`src/rtl/sram_wr_pkg.sv`:
```
// Shared types and default timing for the SRAM write driver.
// Contents:
//   wr_state_t     - sequencer state encoding (IDLE, PRECH, DRIVE, RECOVER)
//   DEF_COLS       - default column count / data width
//   DEF_PRECH_CYC  - default precharge length before drive
//   DEF_DRV_CYC    - default wordline/drive length
package sram_wr_pkg;

    typedef enum logic [1:0] {
        IDLE    = 2'd0,
        PRECH   = 2'd1,
        DRIVE   = 2'd2,
        RECOVER = 2'd3
    } wr_state_t;

    localparam int DEF_COLS      = 16;
    localparam int DEF_PRECH_CYC = 2;
    localparam int DEF_DRV_CYC   = 3;

endpackage

```
`src/rtl/sram_write_driver_if.sv`:
```
// Write-request channel between the SRAM controller and the write driver.
// Signals:
//   req_valid - request valid (controller -> driver)
//   req_ready - driver can accept a request (driver -> controller)
//   wr_data   - COLS-wide write word
//   wr_mask   - per-column write enable, 1 = write that column
// Modports: master = controller side, slave = write driver side.
interface sram_write_driver_if #(
    parameter int COLS = 16
);
    logic            req_valid;
    logic            req_ready;
    logic [COLS-1:0] wr_data;
    logic [COLS-1:0] wr_mask;

    modport master (output req_valid, output wr_data, output wr_mask, input req_ready);
    modport slave  (input req_valid, input wr_data, input wr_mask, output req_ready);
endinterface

```
`src/rtl/sram_wr_col_drv.sv`:
```
// Single-column bitline driver decode (combinational).
// Ports:
//   state    - sequencer state the column should reflect
//   mask_bit - write enable for this column
//   data_bit - value to write into this column
//   drv_en   - column driver enable
//   bl, blb  - bitline / complementary bitline drive values
// An undriven column parks both lines high so bl and blb are never both 0.
module sram_wr_col_drv
    import sram_wr_pkg::*;
(
    input  wr_state_t state,
    input  logic      mask_bit,
    input  logic      data_bit,
    output logic      drv_en,
    output logic      bl,
    output logic      blb
);
    assign drv_en = (state == DRIVE) && mask_bit;
    assign bl     = drv_en ? data_bit  : 1'b1;
    assign blb    = drv_en ? ~data_bit : 1'b1;
endmodule

```
`src/rtl/sram_write_driver.sv`:
```
// SRAM write-path sequencer: accepts a masked write word over a valid/ready
// handshake, then precharges, drives wordline + complementary bitlines on
// the enabled columns, and recovers with a re-precharge.
// Ports:
//   clk, rst      - clock; asynchronous active-high reset
//   req           - write request channel (slave modport)
//   pre_en        - bitline precharge enable
//   wl_en         - wordline enable
//   col_drv_en    - per-column driver enable
//   bl_wr, blb_wr - per-column BL / BLB drive values
//   done          - one-cycle pulse when the write sequence completes
//   preout        - sense-amp readback (SRAM_WR_VERIFY_EN only)
//   verify_err    - readback mismatch pulse, aligned with done
//                   (SRAM_WR_VERIFY_EN only)
// Optional feature macro: SRAM_WR_VERIFY_EN.
module sram_write_driver
    import sram_wr_pkg::*;
#(
    parameter int COLS      = DEF_COLS,
    parameter int PRECH_CYC = DEF_PRECH_CYC,
    parameter int DRV_CYC   = DEF_DRV_CYC
) (
    input  logic                     clk,
    input  logic                     rst,
    sram_write_driver_if.slave       req,
    output logic                     pre_en,
    output logic                     wl_en,
    output logic [COLS-1:0]          col_drv_en,
    output logic [COLS-1:0]          bl_wr,
    output logic [COLS-1:0]          blb_wr,
`ifdef SRAM_WR_VERIFY_EN
    input  logic [COLS-1:0]          preout,
    output logic                     verify_err,
`endif
    output logic                     done
);
    localparam int MAX_CYC = (PRECH_CYC > DRV_CYC) ? PRECH_CYC : DRV_CYC;
    localparam int CNT_W   = $clog2(MAX_CYC) + 1;
    localparam logic [CNT_W-1:0] PRECH_LAST = CNT_W'(PRECH_CYC - 1);
    localparam logic [CNT_W-1:0] DRV_LAST   = CNT_W'(DRV_CYC - 1);

    wr_state_t        state_q, state_d;
    logic [CNT_W-1:0] cnt_q, cnt_d;
    logic [COLS-1:0]  data_q, data_d;
    logic [COLS-1:0]  mask_q, mask_d;
    logic [COLS-1:0]  drv_d, bl_d, blb_d;

    assign req.req_ready = (state_q == IDLE);

    always_comb begin
        state_d = state_q;
        cnt_d   = cnt_q + 1'b1;
        data_d  = data_q;
        mask_d  = mask_q;
        case (state_q)
            IDLE: begin
                cnt_d = '0;
                if (req.req_valid) begin
                    data_d  = req.wr_data;
                    mask_d  = req.wr_mask;
                    // An all-zero mask skips the array entirely.
                    state_d = (|req.wr_mask) ? PRECH : RECOVER;
                end
            end
            PRECH:   if (cnt_q == PRECH_LAST) state_d = DRIVE;
            DRIVE:   if (cnt_q == DRV_LAST)   state_d = RECOVER;
            RECOVER: state_d = IDLE;
            default: state_d = IDLE;
        endcase
        if (state_d != state_q) cnt_d = '0;
    end

    // Columns decode from next-state values so the registered outputs line
    // up with the state they describe.
    for (genvar i = 0; i < COLS; i++) begin : g_col
        sram_wr_col_drv u_col (
            .state    (state_d),
            .mask_bit (mask_d[i]),
            .data_bit (data_d[i]),
            .drv_en   (drv_d[i]),
            .bl       (bl_d[i]),
            .blb      (blb_d[i])
        );
    end

    always_ff @(posedge clk or posedge rst) begin
        if (rst) begin
            state_q    <= IDLE;
            cnt_q      <= '0;
            data_q     <= '0;
            mask_q     <= '0;
            pre_en     <= 1'b1;
            wl_en      <= 1'b0;
            col_drv_en <= '0;
            bl_wr      <= '1;
            blb_wr     <= '1;
            done       <= 1'b0;
        end else begin
            state_q    <= state_d;
            cnt_q      <= cnt_d;
            data_q     <= data_d;
            mask_q     <= mask_d;
            pre_en     <= (state_d != DRIVE);
            wl_en      <= (state_d == DRIVE);
            col_drv_en <= drv_d;
            bl_wr      <= bl_d;
            blb_wr     <= blb_d;
            done       <= (state_d == RECOVER);
        end
    end

`ifdef SRAM_WR_VERIFY_EN
    // Compare on the last drive cycle; the flag lands in RECOVER with done.
    always_ff @(posedge clk or posedge rst) begin
        if (rst) begin
            verify_err <= 1'b0;
        end else begin
            verify_err <= (state_q == DRIVE) && (cnt_q == DRV_LAST) &&
                          (|((preout ^ data_q) & mask_q));
        end
    end
`endif

endmodule

```
`src/flat_wrapper.sv`:
```
// flat-port wrapper written by rule: the top's interface ports become plain ports
module sram_write_driver_flat import sram_wr_pkg::*;
#(
    parameter int COLS      = DEF_COLS,
    parameter int PRECH_CYC = DEF_PRECH_CYC,
    parameter int DRV_CYC   = DEF_DRV_CYC
)
  (clk, rst, pre_en, wl_en, col_drv_en, bl_wr, blb_wr, done, req_req_valid, req_wr_data, req_wr_mask, req_req_ready);
  sram_write_driver_if #(.COLS(COLS)) req_i ();
  input  logic clk;
  input  logic rst;
  output logic pre_en;
  output logic wl_en;
  output logic [COLS-1:0] col_drv_en;
  output logic [COLS-1:0] bl_wr;
  output logic [COLS-1:0] blb_wr;
  output logic done;
  input wire logic [$bits(req_i.req_valid)-1:0] req_req_valid;
  input wire logic [$bits(req_i.wr_data)-1:0] req_wr_data;
  input wire logic [$bits(req_i.wr_mask)-1:0] req_wr_mask;
  output wire logic [$bits(req_i.req_ready)-1:0] req_req_ready;
  assign req_i.req_valid = req_req_valid;
  assign req_i.wr_data = req_wr_data;
  assign req_i.wr_mask = req_wr_mask;
  assign req_req_ready = req_i.req_ready;
  sram_write_driver #(.COLS(COLS), .PRECH_CYC(PRECH_CYC), .DRV_CYC(DRV_CYC)) u_core (.clk(clk), .rst(rst), .req(req_i), .pre_en(pre_en), .wl_en(wl_en), .col_drv_en(col_drv_en), .bl_wr(bl_wr), .blb_wr(blb_wr), .done(done));
endmodule
```
`config.mk`:
```
export PLATFORM = sky130hd
export DESIGN_NAME = sram_write_driver_flat
export DESIGN_NICKNAME = d
export VERILOG_FILES = /design/src/rtl/sram_wr_pkg.sv /design/src/rtl/sram_write_driver_if.sv /design/src/rtl/sram_wr_col_drv.sv /design/src/rtl/sram_write_driver.sv /design/src/flat_wrapper.sv
export SDC_FILE = /design/constraint.sdc
export NUM_CORES = 1
export LEC_CHECK = 0
export BUFFER_PORTS_ARGS = -buffer_cell sky130_fd_sc_hd__clkbuf_2
export CORE_MARGIN = 1.5
export CORE_UTILIZATION = 55
export CTS_BUF_LIST = sky130_fd_sc_hd__clkbuf_2
export CTS_CLUSTER_DIAMETER = 50
export CTS_CLUSTER_SIZE = 30
export DETAILED_ROUTE_END_ITERATION = 12
export PLACE_DENSITY = 0.81
export SLEW_MARGIN = 10
export SYNTH_ARGS = -nofsm -noshare
export SYNTH_HDL_FRONTEND = slang
export SYNTH_SLANG_ARGS = --single-unit
```
`constraint.sdc`:
```
create_clock -name clk -period 3.6 [get_ports clk]
set_input_delay 0.54 -clock clk [delete_from_list [all_inputs] [get_ports clk]]
set_output_delay 0.54 -clock clk [all_outputs]
set_load 0.02 [all_outputs]
```
# Yosys cells after proc, flatten, opt, wreduce, memory -nomap -nowiden
# Cells that the tools add are included.
# op_classes
eq_ne,9
muxes,43
add_sub_neg,1
n_bitwise,16
reduce_logical,18
# ops
operator,count
2-to-1 mux 16 bit,4
2-to-1 mux 1 bit,32
logical AND 1 bit,16
inverter 1 bit,16
OR reduction 16 bit,1
== test 2 bit (second input constant),4
2-to-1 mux 2 bit,4
case mux 2 bit (4 select lines),1
2-to-1 mux 3 bit,2
adder 3 x 1 -> 3 bit (second input constant),1
== test 3 x 1 -> 1 bit (second input constant),1
== test 3 x 2 -> 1 bit (second input constant),1
== test 2 x 1 -> 1 bit (second input constant),1
logical NOT 2 bit,1
inequality test 2 bit,1
inequality test 2 bit (second input constant),1
# word_totals
in_bits,35
elab_cells,97
register_bits,88
output_inout_bits,52

# Depth between registers and ports, before layout
# Gate-level depths: netlist (run 1).
# logic_depth
depth_word,7
depth_mapped,7
depth_no_buf,5

# By module
# Synthesis (run 1) repeated with hierarchy kept, for this count alone.
# unflattened
hier_cells,208
hier_area_um2,3357.0
# modules_own_cells
mod,n_inst,area_each_um2,cells_per_inst,seq_area_each_um2
sram_write_driver,1,2896.5,160,2243.4
sram_wr_col_drv,16,28.8,3,0.0

# Worst setup path after synthesis (run 1)
# Ideal clock, no wire load.
# synth_path
path_kind,in2reg
start,input req_req_valid
end,register u_core.data_q[10]
n_path_buf,2
setup_time_ns,0.125
slack_ns,2.058
cell_stages,4
required_time_ns,3.475
arrival_time_ns,1.417
cell_sequence,nor3b_4 buf_4 buf_4 mux2_2
# synth_between
elab_chain_cells,2
# synth_lines
element,line_no,text
"start, declared",flat_wrapper.sv:18,input wire logic [$bits(req_i.req_valid)-1:0] req_req_valid;
2-to-1 mux 16 bit,sram_write_driver.sv:58,if (req.req_valid) begin
2-to-1 mux 16 bit,sram_write_driver.sv:55,case (state_q)
net u_core.g_col[10].u_col.data_bit,sram_wr_col_drv.sv:14,"input logic data_bit,"
"end signal, assigned",sram_write_driver.sv:101,data_q <= data_d;
"end, declared",sram_write_driver.sv:44,"logic [COLS-1:0] data_q, data_d;"
# The timed path passes the listed nets, and every way through them passes these cells.

# Worst setup path in the final report (run 1)
# layout_path
start,register u_core.cnt_q[1]
end,register u_core.blb_wr[1]
# layout_between
elab_chain_cells,6
elab_cells_between_ends,8
cone_classes,eq/ne: 3; mux: 4; reduce/logical: 1
# layout_lines
element,line_no,text
"start, declared",sram_write_driver.sv:43,"logic [CNT_W-1:0] cnt_q, cnt_d;"
"start signal, assigned",sram_write_driver.sv:100,cnt_q <= cnt_d;
== test 3 x 2 -> 1 bit / == test 3 x 1 -> 1 bit (equally long branches),"sram_write_driver.sv:66, sram_write_driver.sv:65",
"2-to-1 mux 2 bit, on equally long branches","sram_write_driver.sv:66, sram_write_driver.sv:65",
case mux 2 bit (4 select lines) (*),sram_write_driver.sv:55,
== test 2 bit (*),sram_wr_col_drv.sv:19,assign drv_en = (state == DRIVE) && mask_bit;
logical AND 1 bit (*),sram_wr_col_drv.sv:19,
2-to-1 mux 1 bit (*),sram_wr_col_drv.sv:21,assign blb = drv_en ? ~data_bit : 1'b1;
net u_core.g_col[1].u_col.blb,sram_wr_col_drv.sv:17,output logic blb
"end signal, assigned",sram_write_driver.sv:107,blb_wr <= blb_d;
"end, declared",sram_write_driver.sv:30,"output logic [COLS-1:0] blb_wr,"
# Mark *: on every way through the listed nets, which the timed path passes. The rest lies on a longest branch.

==> results.toml, run 1 <==
[synthesis]
synthesis.area_um2 = 3934
synth_edf_count = 0
synth_commonest_cells = "55 x dfrtp_1, 37 x nand2b_1, 34 x nand3_1"
seq_area_frac_synth_pct = 57.03
syn_nets = 363
synth_fa_ha_area_share_pct = 0.9542
synthArstFlopShare_pct = 100.0
synth-seq-cells = 88
synth-simple-area-share_pct = 18.73
syn_inst = 325
yosysWarnings = 0
ys_top_cells_by_area = "dfrtp_1 35%, dfstp_2 22%, mux2_2 9.2%, mux2i_1 8.4%, nand2b_1 5.9%"
synth_top_family_by_area = "simple AND/OR/NAND/NOR gates"
synthMuxAreaShare_pct = 17.56
synth-compound-area-share_pct = 1.718
synth.avg_cell_area_um2 = 12.10
synth_most_common_cell = "dfrtp_1"
synth_cell_types = 32
synth_top_area_cell = "dfrtp_1"
synth_xor_area_share_pct = 0
synth_ff_type = "dfrtp_1"
synth_top_area_share_pct = 34.99

[critical_path]
critPathKind = "register to register"
crit_chain = "inv_1 > ha_1 > nor4bb_1 > a211o_1 > buf_4 > nand3_1"
critPathCaptureType = "register"
cp_data_required_time_ps = 4050
cp.arrival_ps = 2720
critPathMaxFanout = 34
slowest_stage = "a211o_1"
startpoint_type = "register"
slowest_delay_ps = 780

[power]
power_uw = 3985
pwr_density_cell_nw_per_um2 = 870.1
peakVddDrop_mv = 0.4394
leakagePower_uw = 0.002102

[place]
place.gp.congestion = 0.8415
place_area_um2 = 4395
dp_cells = 495
port_buffers = 86
dp_hpwl_um = 5391

[final_layout]
nNetsFinal = 448
final_cells = 512
syn2layout_area_growth_pct = 16.44
drive_above_1_share_pct = 42.41
fin_area_um2 = 4581
fillers = 555

[sta]
clock_skew_ps = 31.12
rsz0062_at_grt = "false"
fin_crit_sh_pct = 63.11
period_minus_slack_ps = 2272
drv_slew = 0
setup_viol = 0
hold_slack_ps = 62.33
max_freq_ghz = 0.4402
tns_ps = 0
slew_headroom_pct = 35.42
worst_pin_slew_ps = 968.8
hold_violations = 0

[clock_tree]
cts_hold_buffers = 0
cts_tree = "yes"
cts_made_buffers = 9
root_buffer = "clkbuf_2"
cts_resized = 0
clk_latency_ps = 540
cts_buffer_depth = 2
clkSinkCount = 88
h-tree-depth = 3
clk_pin_slew_ps = 220
postCtsSetupRepairBufs = 0

[drt]
dr.pass1.iters = 4
wl_met3_um = 482
vias_per_cell = 5.266
top_layer = "met4"
dr_total_vias = 2696
wl_met2_um = 3593
antenna_left = 0
drc_errors = 0
wl_met1_um = 3487
wl_um = 7704
drtIter0Drc = 142
avgRoutedWirePerCell_um = 15.05

[die]
row_count = 30
die_w_um = 87.57
floorplan.die_area_um2 = 7669
die_y_um = 87.57
core_um2 = 6869
start_util_pct = 57.27
pin_count = 87

[job]
max_cap_violations = 0

[outcome]
outcome = "finished clean"

[global_routing]
track_usage_pct = 21.52
grt_antenna_before_repair = 1
grt_pass1_vias = 2525
grt_max_degree = 47
globalRouteOverflowTotal = 0
grt_pass1_wl_um = 12390

[min_path]
hp-class = "input port to asynchronous set/reset pin"
==> stage by stage <==
step / utilization (%) / worst slack, ps
floorplan: - / 836.1
global placement: 63.99 / 1416
detailed placement: 63.99 / 1320
CTS: 66.65 / 1268
global route: 66.65 / 1105
finish: 66.68 / 1328
==> kinds of logic after synthesis <==
family	count (synthesis)
AOI/OAI and AO/OA	10
adders and majority gates	3
buffers and inverters	23
and+or+nand+nor	136
DFF	88
muxes	65
==> placed cells by master, fill, tap and decap left out, types with 2 or more instances in the layout <==
cell and instances:
a211o_1 2, and3_1 16, buf_4 7, bufinv_16 4
clkbuf_2 96, dfrtp_1 55, dfstp_2 33, ha_1 3
inv_1 3, mux2_2 32, mux2i_1 33, nand2_1 33
nand2b_1 37, nand3_1 34, nor2_1 5, nor2b_1 2
nor3b_1 2, nor4_1 2, o21ai_0 3
==> power by group <==
group / total [uW] / switching (uW) / internal [uW]
clock network: 689 / 319 / 371
logic: 1610 / 933 / 681
registers: 1680 / 230 / 1450
total: 3990 / 1480 / 2500
==> registers in the layout (all words and copies together) (netlist names), 2 cells and up <==
register           cells
u_core.col_drv_en     16
u_core.blb_wr         16
u_core.mask_q         16
u_core.state_q         2
u_core.cnt_q           3
u_core.data_q         16
u_core.bl_wr          16
==> metal layers <==
layer  vias up  GRT usage (%)
met5         -              0
met4         0          9.957
met3        13          4.901
met2        75          32.24
met1      1320          30.15
li1       1288              -
==> critical path, delay by kind of cell (launching register included) <==
family	cells	cell delay, ps
AND/OR/NAND/NOR	2	380
flip-flops	1	440
AO/OA/AOI/OAI	1	780
adder cells (fa/ha/maj)	1	180
buffers and inverters	2	410
==> final timing paths <==
path	slack (ps)	from	to	cells after the start
setup / recovery	1330	u_core.cnt_q[1]$_DFF_PP0_	u_core.blb_wr[1]$_DFF_PP1_	6
hold / removal	60	rst	u_core.data_q[12]$_DFF_PP0_	2
setup reg to reg	1330	u_core.cnt_q[1]$_DFF_PP0_	u_core.blb_wr[1]$_DFF_PP1_	6
hold reg to reg	510	u_core.cnt_q[0]$_DFF_PP0_	u_core.cnt_q[0]$_DFF_PP0_	1
max in group asynchronous	2700	rst	u_core.blb_wr[8]$_DFF_PP1_	3
min in group clk	250	req_wr_data[9]	u_core.data_q[9]$_DFF_PP0_	2
==> cell type report <==
class                           instances  area, um^2  area share [%]
Multi-Input combinational cell        214        1533           33.46
Timing Repair Buffer                   93       483.0           10.54
Clock inverter                          6       132.6           2.895
Antenna cell                            1       2.502         0.05463
Clock buffer                           10       50.05           1.093
Sequential cell                        88        2243           48.98
Inverter                                4       16.27          0.3551
Tap cell                               96       120.1           2.622
Power figures use the tool's default switching activity.
==> run 2: changes to the inputs <==
==> constraint.sdc (replaced) <==
create_clock -name clk -period 2.4 [get_ports clk]
set_input_delay 0.36 -clock clk [delete_from_list [all_inputs] [get_ports clk]]
set_output_delay 0.36 -clock clk [all_outputs]
set_load 0.02 [all_outputs]
==> run 2 against run 1 <==
- largest cell class unchanged
- critical path type unchanged
- via count down 0.82%
- global-route usage about the same
- highest routed layer unchanged
- cell count up 0.20%
- non-clock buffer count up 2
- register-to-register slack worse by 850 ps
==> results.toml, run 2 (synthesis gave the netlist of run 1 again) <==
[outcome]
outcome = "finished clean"

[die]
pin_count = 87
core_um2 = 6869
start_util_pct = 57.27
die_y_um = 87.57
die_w_um = 87.57
floorplan.die_area_um2 = 7669
row_count = 30

[sta]
drv_slew = 0
hold_violations = 0
rsz0062_at_grt = "false"
setup_viol = 0
tns_ps = 0
slew_headroom_pct = 70.03
period_minus_slack_ps = 1918
max_freq_ghz = 0.5214
clock_skew_ps = 20.93
worst_pin_slew_ps = 449.6
fin_crit_sh_pct = 79.92

[critical_path]
slowest_stage = "dfrtp_1"
cp.arrival_ps = 2430
crit_chain = "inv_1 > ha_1 > nor4bb_1 > a211o_1 > buf_4 > and3_1"
cp_num_buf_inv = 2
startpoint_type = "register"
cp_top_family = "simple AND/OR/NAND/NOR gates"
critPathCaptureType = "register"
slowest_delay_ps = 450
reg2reg_depth = 6
critPathMaxFanout = 13
worstReg2RegStart = "u_core.cnt_q[1]$_DFF_PP0_"
cp_data_required_time_ps = 2910
critPathKind = "register to register"
reg2reg_to = "u_core.col_drv_en[5]$_DFF_PP0_"
ff2ff_setup_slack_ps = 480

[final_layout]
mostFrequentLayoutCells = "95 x clkbuf_2, 55 x dfrtp_1, 37 x nand2b_1"
layout_commonest_cell = "clkbuf_2"
fin_util_pct = 67.05
drive_above_1_share_pct = 42.21
syn2layout_area_growth_pct = 17.08
insertedDiodeCount = 0
nNetsFinal = 450

[drt]
antenna_left = 0
drtIter0Drc = 174
vias_per_cell = 5.212
dr.pass1.iters = 4
avgRoutedWirePerCell_um = 14.86
dr_total_vias = 2674
wl_um = 7625
drc_errors = 0

[place]
port_buffers = 86
dp_hpwl_um = 5239
place.gp.congestion = 0.7755

[clock_tree]
h-tree-depth = 3
root_buffer = "clkbuf_2"
cts_made_buffers = 9
clk_latency_ps = 560
clkSinkCount = 88
cts_tree = "yes"
clk_pin_slew_ps = 240
postCtsSetupRepairBufs = 0
cts_buffer_depth = 2

[global_routing]
grt_antenna_before_repair = 0
grt_max_degree = 89
grt_pass1_vias = 2545
grt_pass1_wl_um = 12350
globalRouteOverflowTotal = 0
track_usage_pct = 21.48

[job]
max_cap_violations = 0

[min_path]
whs_endpoint = "u_core.data_q[11]$_DFF_PP0_"
hp-start = "req_wr_data[11]"
hp-class = "input port to register"
hold_depth = 2

[power]
leakagePower_uw = 0.002098
pwr_density_cell_nw_per_um2 = 1279
peakVddDrop_mv = 0.6278
-- run 2: cell types whose count changed in the layout (fill, tap and decap cells not counted), sizes merged --
cell         previous run  this run
buf                     7         6
bufinv                  4         2
clkbuf                 96        95
clkinv                  3         1
clkinvlp                0         2
diode                   1         0
dlygate4sd3             0         3
inv                     3         6
-- run 2: where the power goes --
part	internal, uW	switching, uW	total [uW]
combinational	1080	1410	2490
sequential	2180	337	2510
clock	358	528	886
-- run 2: what timing repair did --
item | in CTS | in global routing
resized for setup | 0 | 0
endpoints found under the hold margin | 55 | 2
hold buffers | 1 | 2
setup endpoints to repair | 0 | 0
-- run 2: how the worst max path moves through the flow --
stage | from | end | slack [ps] | depth (start not counted)
6_report | u_core.cnt_q[1]$_DFF_PP0_ | u_core.col_drv_en[5]$_DFF_PP0_ | 480 | 6
3_5_place_dp | u_core.cnt_q[1]$_DFF_PP0_ | u_core.col_drv_en[1]$_DFF_PP0_ | 530 | 6
3_3_place_gp | u_core.state_q[0]$_DFF_PP0_ | u_core.col_drv_en[7]$_DFF_PP0_ | 620 | 4
4_1_cts | u_core.cnt_q[1]$_DFF_PP0_ | u_core.col_drv_en[5]$_DFF_PP0_ | 490 | 6
5_1_grt | u_core.cnt_q[1]$_DFF_PP0_ | u_core.col_drv_en[5]$_DFF_PP0_ | 360 | 6
2_1_floorplan | u_core.state_q[0]$_DFF_PP0_ | u_core.data_q[10]$_DFF_PP0_ | 890 | 5
-- run 2: final cells by class --
cell class	count	area (um^2)
Clock buffer	9	45.04
Clock inverter	7	102.6
Fill cell	556	2263
Inverter	4	18.77
Multi-Input combinational cell	214	1533
Sequential cell	88	2243
Tap cell	96	120.1
Timing Repair Buffer	95	543.0
-- run 2: per-stage QoR --
stage | hold slack [ps] | instances | worst slack [ps] | cell area, um^2 | total power, uW
floorplan | 460.2 | 325 | 890.5 | 3938 | 4416
global placement | 479.8 | 494 | 622.2 | 4428 | 4948
detailed placement | 489.5 | 494 | 533.9 | 4428 | 5049
CTS | 17.77 | 511 | 492.1 | 4586 | 5926
global route | 0.5307 | 513 | 363.6 | 4606 | 6283
finish | 37.15 | 513 | 482.0 | 4606 | 5892
-- run 2: routing by layer --
layer,share of wire (%),GRT usage (%),vias up,routed length [um]
met2,45,31.61,76,3451
met5,0,0,-,0
met4,2.4,10.39,0,181
met1,48,30.70,1298,3662
met3,4.3,4.430,15,330
li1,-,-,1285,-
